===== config.mk =====
export PLATFORM = sky130hd
export DESIGN_NAME = seq_divider
export DESIGN_NICKNAME = d
export VERILOG_FILES = /design/src/rtl/seq_divider.sv
export SDC_FILE = /design/constraint.sdc
export NUM_CORES = 1
export LEC_CHECK = 0
export BUFFER_PORTS_ARGS = -buffer_cell sky130_fd_sc_hd__buf_2
export CAP_MARGIN = 20
export CORE_MARGIN = 4
export CORE_UTILIZATION = 54
export CTS_CLUSTER_DIAMETER = 60
export DETAILED_ROUTE_END_ITERATION = 7
export PLACE_DENSITY = 0.79
export SYNTH_ARGS = -nofsm -noshare
export SYNTH_HDL_FRONTEND = slang
export SYNTH_SLANG_ARGS = --single-unit
export TNS_END_PERCENT = 5

===== constraint.sdc =====
create_clock -name clk -period 4.5 [get_ports clk]
set_input_delay 0.225 -clock clk [delete_from_list [all_inputs] [get_ports clk]]
set_output_delay 0.225 -clock clk [all_outputs]
set_load 0.01 [all_outputs]

===== src/rtl/seq_divider.sv =====
// Iterative restoring divider: one quotient bit per cycle, signed or unsigned,
// valid/ready handshake on operand and result sides.
module seq_divider #(
  parameter int WIDTH = 32
) (
  input  logic             clk,
  input  logic             resetn,
  input  logic             in_valid,
  output logic             in_ready,
  input  logic [WIDTH-1:0] dividend,
  input  logic [WIDTH-1:0] divisor,
  input  logic             is_signed,
  output logic             out_valid,
  input  logic             out_ready,
  output logic [WIDTH-1:0] quotient,
  output logic [WIDTH-1:0] remainder,
  output logic             div_by_zero
);

  localparam int CNT_W = $clog2(WIDTH + 1);

  typedef enum logic [1:0] {IDLE, CALC, DONE} state_t;

  state_t             state;
  logic [WIDTH-1:0]   dvd_raw;
  logic [WIDTH-1:0]   dvs_mag;
  logic [WIDTH-1:0]   dq;
  logic [WIDTH-1:0]   pr;
  logic               q_neg;
  logic               r_neg;
  logic [CNT_W-1:0]   cnt;
  logic [WIDTH:0]     shifted;
  logic [WIDTH+1:0]   trial;

  function automatic logic [WIDTH-1:0] mag(input logic [WIDTH-1:0] x, input logic sgn);
    logic signed [WIDTH-1:0] sx;
    sx = x;
    return (sgn && sx < 0) ? -x : x;
  endfunction

  function automatic logic [WIDTH-1:0] neg_if(input logic [WIDTH-1:0] x, input logic neg);
    return neg ? -x : x;
  endfunction

  // Trial is two bits wider than the divisor so an unsigned divisor with its
  // MSB set still yields a trustworthy borrow bit.
  assign shifted = {pr, dq[WIDTH-1]};
  assign trial   = {1'b0, shifted} - {2'b00, dvs_mag};

  always_ff @(posedge clk) begin
    if (!resetn) begin
      state       <= IDLE;
      in_ready    <= 1'b0;
      out_valid   <= 1'b0;
      div_by_zero <= 1'b0;
      quotient    <= '0;
      remainder   <= '0;
    end else begin
      case (state)
        IDLE: begin
          if (in_valid && in_ready) begin
            in_ready <= 1'b0;
            dvd_raw  <= dividend;
            dvs_mag  <= mag(divisor, is_signed);
            dq       <= mag(dividend, is_signed);
            pr       <= '0;
            q_neg    <= is_signed && (dividend[WIDTH-1] ^ divisor[WIDTH-1]);
            r_neg    <= is_signed && dividend[WIDTH-1];
            cnt      <= CNT_W'(WIDTH);
            state    <= (divisor == '0) ? DONE : CALC;
          end else begin
            in_ready <= 1'b1;
          end
        end
        CALC: begin
          if (cnt != '0) begin
            cnt <= cnt - 1'b1;
            if (!trial[WIDTH+1]) begin
              pr <= trial[WIDTH-1:0];
              dq <= {dq[WIDTH-2:0], 1'b1};
            end else begin
              pr <= shifted[WIDTH-1:0];
              dq <= {dq[WIDTH-2:0], 1'b0};
            end
          end else begin
            quotient    <= neg_if(dq, q_neg);
            remainder   <= neg_if(pr, r_neg);
            div_by_zero <= 1'b0;
            out_valid   <= 1'b1;
            state       <= DONE;
          end
        end
        DONE: begin
          // Entered with out_valid low only on the divide-by-zero path.
          if (!out_valid) begin
            quotient    <= '1;
            remainder   <= dvd_raw;
            div_by_zero <= 1'b1;
            out_valid   <= 1'b1;
          end else if (out_ready) begin
            out_valid <= 1'b0;
            in_ready  <= 1'b1;
            state     <= IDLE;
          end
        end
        default: state <= IDLE;
      endcase
    end
  end

endmodule


==> results of run 1 <==
-- worst min-delay path by stage --
stage                             end  slack (ns)  cells after the start
final                     dvs_mag[27]        0.02                      2
after global routing      dvd_raw[15]        0.02                      1
after CTS                 dvs_mag[27]       0.007                      2
after detailed placement  dvd_raw[27]        0.46                      1
after global placement    dvd_raw[27]        0.45                      1
after floorplan            dvd_raw[0]        0.32                      0
-- metal layers --
metal | part of all wire [%] | GRT usage (%)
met1 | 44 | 33.2
met2 | 47 | 38.7
met3 | 6.7 | 3.07
met4 | 2.8 | 7.23
met5 | 0 | 0
-- cell type report --
| type | count | area, sq um |
|---|---|---|
| Tap cell | 280 | 350 |
| Timing Repair Buffer | 179 | 1120 |
| Clock buffer | 33 | 633 |
| Multi-Input combinational cell | 916 | 6090 |
| Fill cell | 1773 | 7730 |
| Sequential cell | 205 | 5470 |
| Clock inverter | 9 | 153 |
| Inverter | 57 | 214 |
-- synth_stat cells, types with 8 or more instances --
library cell and count:
inv_1 57, nand3_1 14, nand2b_1 13, or4_1 13, o41ai_1 15, a31oi_1 9
nor4_1 8, a21o_1 8, a22oi_1 24, clkbuf_1 48, o31ai_1 50, nor2b_1 11
o21ai_0 103, xor2_1 73, xnor2_1 71, a211oi_1 8, edfxtp_1 136, a21oi_1 81
a21boi_0 22, nor2_1 81, ha_1 38, and3_1 14, dfxtp_1 69, and2_1 16
nor3_1 17, mux2i_1 22, nand2_1 120
-- cells by family after synthesis --
kind of cell	share of synthesized area (%)
and+or+nand+nor	14.3
xor gates and xnor gates	10.6
muxes	1.94
DFF	45.8
adders and majority gates	4.15
AOI/OAI and AO/OA	19.7
buffers and inverters	3.61
-- flip-flops by register name, indices dropped and copies added, names as in the netlist --
name	flops
out_valid	1
div_by_zero	1
cnt	6
remainder	32
quotient	32
pr	32
dq	32
in_ready	1
r_neg	1
dvs_mag	32
dvd_raw	32
state	2
q_neg	1
-- per-stage QoR --
step | instances | cell area [sq um] | setup slack (ns) | power, mW | hold slack, ns
4_1_cts | 1678 | 14000 | 1.10 | 4.83 | 0.00674
5_1_grt | 1679 | 14000 | 0.851 | 5.00 | 0.0169
3_5_place_dp | 1604 | 12900 | 1.13 | 2.85 | 0.458
6_report | 1679 | 14000 | 1.07 | 4.82 | 0.0185
3_3_place_gp | 1604 | 12900 | 1.18 | 2.84 | 0.453
2_1_floorplan | 1235 | 11900 | 0.591 | 2.65 | 0.324
-- layout by cell type (no fill, tap or decap), types with 32 or more instances in the layout --
cell type / synthesis / routed
edfxtp_1: 136 / 136
nor2_1: 81 / 77
xor2_1: 73 / 73
xnor2_1: 71 / 71
o21ai_0: 103 / 102
ha_1: 38 / 38
dlygate4sd3_1: 0 / 32
nand2_1: 120 / 120
buf_2: 2 / 135
a21oi_1: 81 / 80
dfxtp_1: 69 / 69
inv_1: 57 / 57
o31ai_1: 50 / 50
-- where the power goes --
part / total, mW / internal [mW] / switching (mW)
clock network: 1.97 / 1.21 / 0.761
registers: 2.18 / 2.11 / 0.0714
logic: 0.667 / 0.281 / 0.386
total: 4.82 / 3.60 / 1.22
-- worst max-delay path, delay by kind of cell (launching register included) --
| family | cells | cell delay (ns) |
|---|---|---|
| and+or+nand+nor | 2 | 0.48 |
| DFF | 1 | 0.49 |
| buffers and inverters | 1 | 0.30 |
| adders and majority gates | 1 | 0.39 |
| AOI/OAI and AO/OA | 6 | 1.50 |
==> flow_summary.json, run 1 <==
{
  "status": "finished, final reports clean",
  "r2r-start": "pr[13]",
  "slowest_stage": "edfxtp_1",
  "setup_viol": 0,
  "grt_pass1_vias": 9304,
  "clockBufferDepth": 3,
  "holdCritStartpoint": "divisor[27]",
  "grt_max_degree": 77,
  "critPathRequiredTime_ns": 4.74,
  "worst_pin_slew_ns": 0.997,
  "drtAntennaViolNets": 0,
  "yosysUniqueCellTypes": 65,
  "gr-total-overflow": 0,
  "drive_above_1_share_pct": 15.4,
  "fmaxAchievable_ghz": 0.291,
  "r2r_end": "pr[23]",
  "post_cts_buffers": 0,
  "drcViolationCount": 0,
  "path_max_fanout": 37,
  "hold_path_class": "primary input to flop",
  "finalCritPeriodShare_pct": 76.3,
  "max_stage_delay_ns": 0.49,
  "cts_root_buf": "clkbuf_16",
  "post-route-min-period_ns": 3.43,
  "syn_nets": 1343,
  "rrSetupSlack_ns": 1.07,
  "ys_ff_latch": 205,
  "synth_top_area_share_pct": 34.2,
  "dr.pass1.iters": 7,
  "portBuffers": 135,
  "worstSetupPathType": "flop to flop",
  "avgRoutedWirePerCell_microns": 17.7,
  "core_sq_um": 21800,
  "grt_pass1_wl_microns": 47500,
  "hold_viol_final": 0,
  "fin_nets": 1490,
  "synthTopCellsByArea": "edfxtp_1, dfxtp_1, xor2_1, xnor2_1, o21ai_0",
  "drtIter0Drc": 815,
  "ir_drop_mv": 0.283,
  "routed_wl_microns": 29800,
  "endpoint_kind": "flop",
  "place_congestion": 0.854,
  "rr_worst_depth": 10,
  "p_per_area_nw_per_um2": 344,
  "synth_edf_count": 136,
  "h-tree-depth": 1,
  "cts.sinks": 205,
  "cp_cell_sequence": "ha_1, a21oi_1, o211ai_1, and4_1, a311o_1, a21oi_2, o21ai_2, buf_4, nand2_1, o22ai_1",
  "report.final.slew_viol_count": 0,
  "die_area_sq_um": 24500,
  "antennaDiodeCount": 0,
  "die_x_microns": 157,
  "rsz0062_at_grt": "no",
  "rows": 54,
  "synth_top_area_cell": "edfxtp_1",
  "fin_tns_setup_ns": 0,
  "worstSkewPairLatency_ns": 0.52,
  "fin_skew_ns": 0.0131,
  "cts.clk_slew.worst_paths_ns": 0.06,
  "io_pins": 136,
  "synth_flop_cell": "edfxtp_1",
  "critical_path.startpoint": "pr[13]",
  "vias": 9846,
  "critical_path_arrival_ns": 3.67,
  "vias_per_cell": 5.86,
  "grt.total_usage_pct": 23.7,
  "hpwlAfterDp_microns": 21300,
  "grt_antenna_before_repair": 0,
  "final_util_pct": 64.5,
  "postSynth.asyncResetShare_pct": 0,
  "syn_area_sq_um": 11900,
  "cts_made_buffers": 23,
  "cap_viol_max_count": 0,
  "synthToLayoutAreaGrowth_pct": 17.5,
  "cp-endpoint": "pr[23]",
  "start_kind": "flop",
  "yosysSeqAreaShare_pct": 45.8,
  "hold_buffers": 32,
  "fp.dieH_microns": 157,
  "cts_tree": "built",
  "p_leak_nw": 5.55,
  "slew_headroom_pct": 33.5,
  "synth_cells": 1235,
  "cts_resized": 0,
  "syn-mean-instance-area_sq_um": 9.66,
  "start_util_pct": 54.9,
  "yosysWarnings": 0
}
Power figures use the tool's default switching activity.
==> run 2: changes to the inputs <==
Settings changed: PLACE_DENSITY 0.79 to 0.77.
Clock period 4.5 ns to 3.2 ns, I/O delays scaled along.
==> flow_summary.json, run 2 (synthesis results as in run 1) <==
{
  "status": "finished, final reports clean",
  "place_congestion": 0.886,
  "final_util_pct": 66.3,
  "clockBufferDepth": 3,
  "rsz0062_at_grt": "no",
  "path_delay_family": "compound AO/OA/AOI/OAI gates",
  "drive_above_1_share_pct": 16.9,
  "cts_tree": "built",
  "slowest_stage": "edfxtp_1",
  "critical_path_arrival_ns": 3.25,
  "final_common_cell": "edfxtp_1",
  "avgRoutedWirePerCell_microns": 17.4,
  "setup_viol": 0,
  "hold_path_class": "primary input to flop",
  "r2r_end": "pr[20]",
  "cts_root_buf": "clkbuf_16",
  "cts.clk_slew.worst_paths_ns": 0.06,
  "post-route-min-period_ns": 2.99,
  "setup_ws_ns": 0.210,
  "critPathRequiredTime_ns": 3.46,
  "rows": 54,
  "h-tree-depth": 1,
  "worst_pin_slew_ns": 0.878,
  "die_x_microns": 157,
  "start_kind": "flop",
  "grt_antenna_before_repair": 0,
  "drtIter0Drc": 833,
  "core_sq_um": 21800,
  "comb_power_share_pct": 15.2,
  "power_frac_seq_pct": 46.4,
  "vias_per_cell": 5.83,
  "portBuffers": 135,
  "fp.dieH_microns": 157,
  "start_util_pct": 54.9,
  "p_sw_mw": 1.70,
  "cts_made_buffers": 23,
  "timing.hold.ws_ns": 0.00832,
  "cp_cell_sequence": "inv_1, ha_1, inv_1, fa_1, a21o_1, a221o_1, a221oi_2, o211ai_1, a41oi_1, xnor2_1, mux2i_1, nor2_1",
  "synthToLayoutAreaGrowth_pct": 20.9,
  "fin_nets": 1543,
  "rr_worst_depth": 12,
  "dp.cells": 1636,
  "endpoint_kind": "flop",
  "report.final.slew_viol_count": 0,
  "power.share.switching_pct": 25.9,
  "rrSetupSlack_ns": 0.21,
  "routed_wl_microns": 30100,
  "dp_slack_ns": 0.131,
  "ir_drop_mv": 0.300,
  "clock_power_share_pct": 38.5,
  "worstSetupPathType": "flop to flop",
  "drcViolationCount": 0,
  "cap_viol_max_count": 0,
  "finalCritPeriodShare_pct": 93.4,
  "design_area_sq_um": 14400,
  "slew_headroom_pct": 41.5,
  "critPathBufInv": 2,
  "cts.sinks": 205,
  "drtAntennaViolNets": 0,
  "vias": 10100,
  "max_stage_delay_ns": 0.39,
  "r2r-start": "dq[31]",
  "post_cts_buffers": 0,
  "min_to": "dvs_mag[14]",
  "grt.total_usage_pct": 24.1,
  "fin_tns_setup_ns": 0,
  "grt_max_degree": 71,
  "io_pins": 136,
  "final_cell_mix": "edfxtp_1, buf_2, nand2_1",
  "gr-total-overflow": 0,
  "finalPower_mw": 6.59,
  "p_leak_nw": 5.77,
  "grt_pass1_vias": 9517,
  "hpwlAfterDp_microns": 21900,
  "dr.pass1.iters": 5,
  "fin_skew_ns": 0.0243,
  "holdCritStartpoint": "divisor[14]",
  "worstSkewPairLatency_ns": 0.52,
  "path_max_fanout": 5,
  "final_cells": 1732,
  "antennaDiodeCount": 0,
  "grt_pass1_wl_microns": 48700,
  "postPlaceCellArea_sq_um": 13100,
  "p_int_mw": 4.89,
  "die_area_sq_um": 24500,
  "fmaxAchievable_ghz": 0.334,
  "p_per_area_nw_per_um2": 457,
  "min_path_cells": 2,
  "path_common_cell": "inv_1",
  "hold_viol_final": 0
}
==> run 2: how the worst max path moves through the flow <==
stage                             to  cells after the start  startpoint  slack (ns)
after global placement        pr[20]                     12      dq[31]        0.17
after CTS                     pr[20]                     12      dq[31]        0.11
after detailed placement      pr[20]                     12      dq[31]        0.13
after floorplan           dvd_raw[0]                      3    state[1]       -0.71
after global routing          pr[27]                      9       pr[7]       0.004
final                         pr[20]                     12      dq[31]        0.21
==> run 2: cell type report <==
type	instances	area (sq um)
Tap cell	280	350
Inverter	57	214
Clock inverter	4	31.3
Clock buffer	38	693
Sequential cell	205	5470
Timing Repair Buffer	232	1560
Fill cell	1722	7330
Multi-Input combinational cell	916	6110
==> run 2: metal layers <==
layer  vias to the layer above  GRT usage, %  part of all wire [%]
met3                        70          2.88                   6.9
met4                         0          8.47                   3.4
met2                       381          39.0                    46
met1                      4720          33.8                    44
met5                         -             0                     0
li1                       4928             -                     -
==> run 2: what timing repair did <==
action	in CTS	in global routing
setup endpoints to repair	0	9
endpoints found under the hold margin	54	0
hold buffers	54	0
resized for setup	0	3
==> run 2: power by group through the flow <==
stage               clock [mW]  combinational (mW)  sequential [mW]
floorplan                    0               0.630             3.10
global placement             0               0.919             3.10
detailed placement           0               0.934             3.11
CTS                       2.57               0.992             3.05
global route              2.70                1.11             3.07
finish                    2.53                1.00             3.06
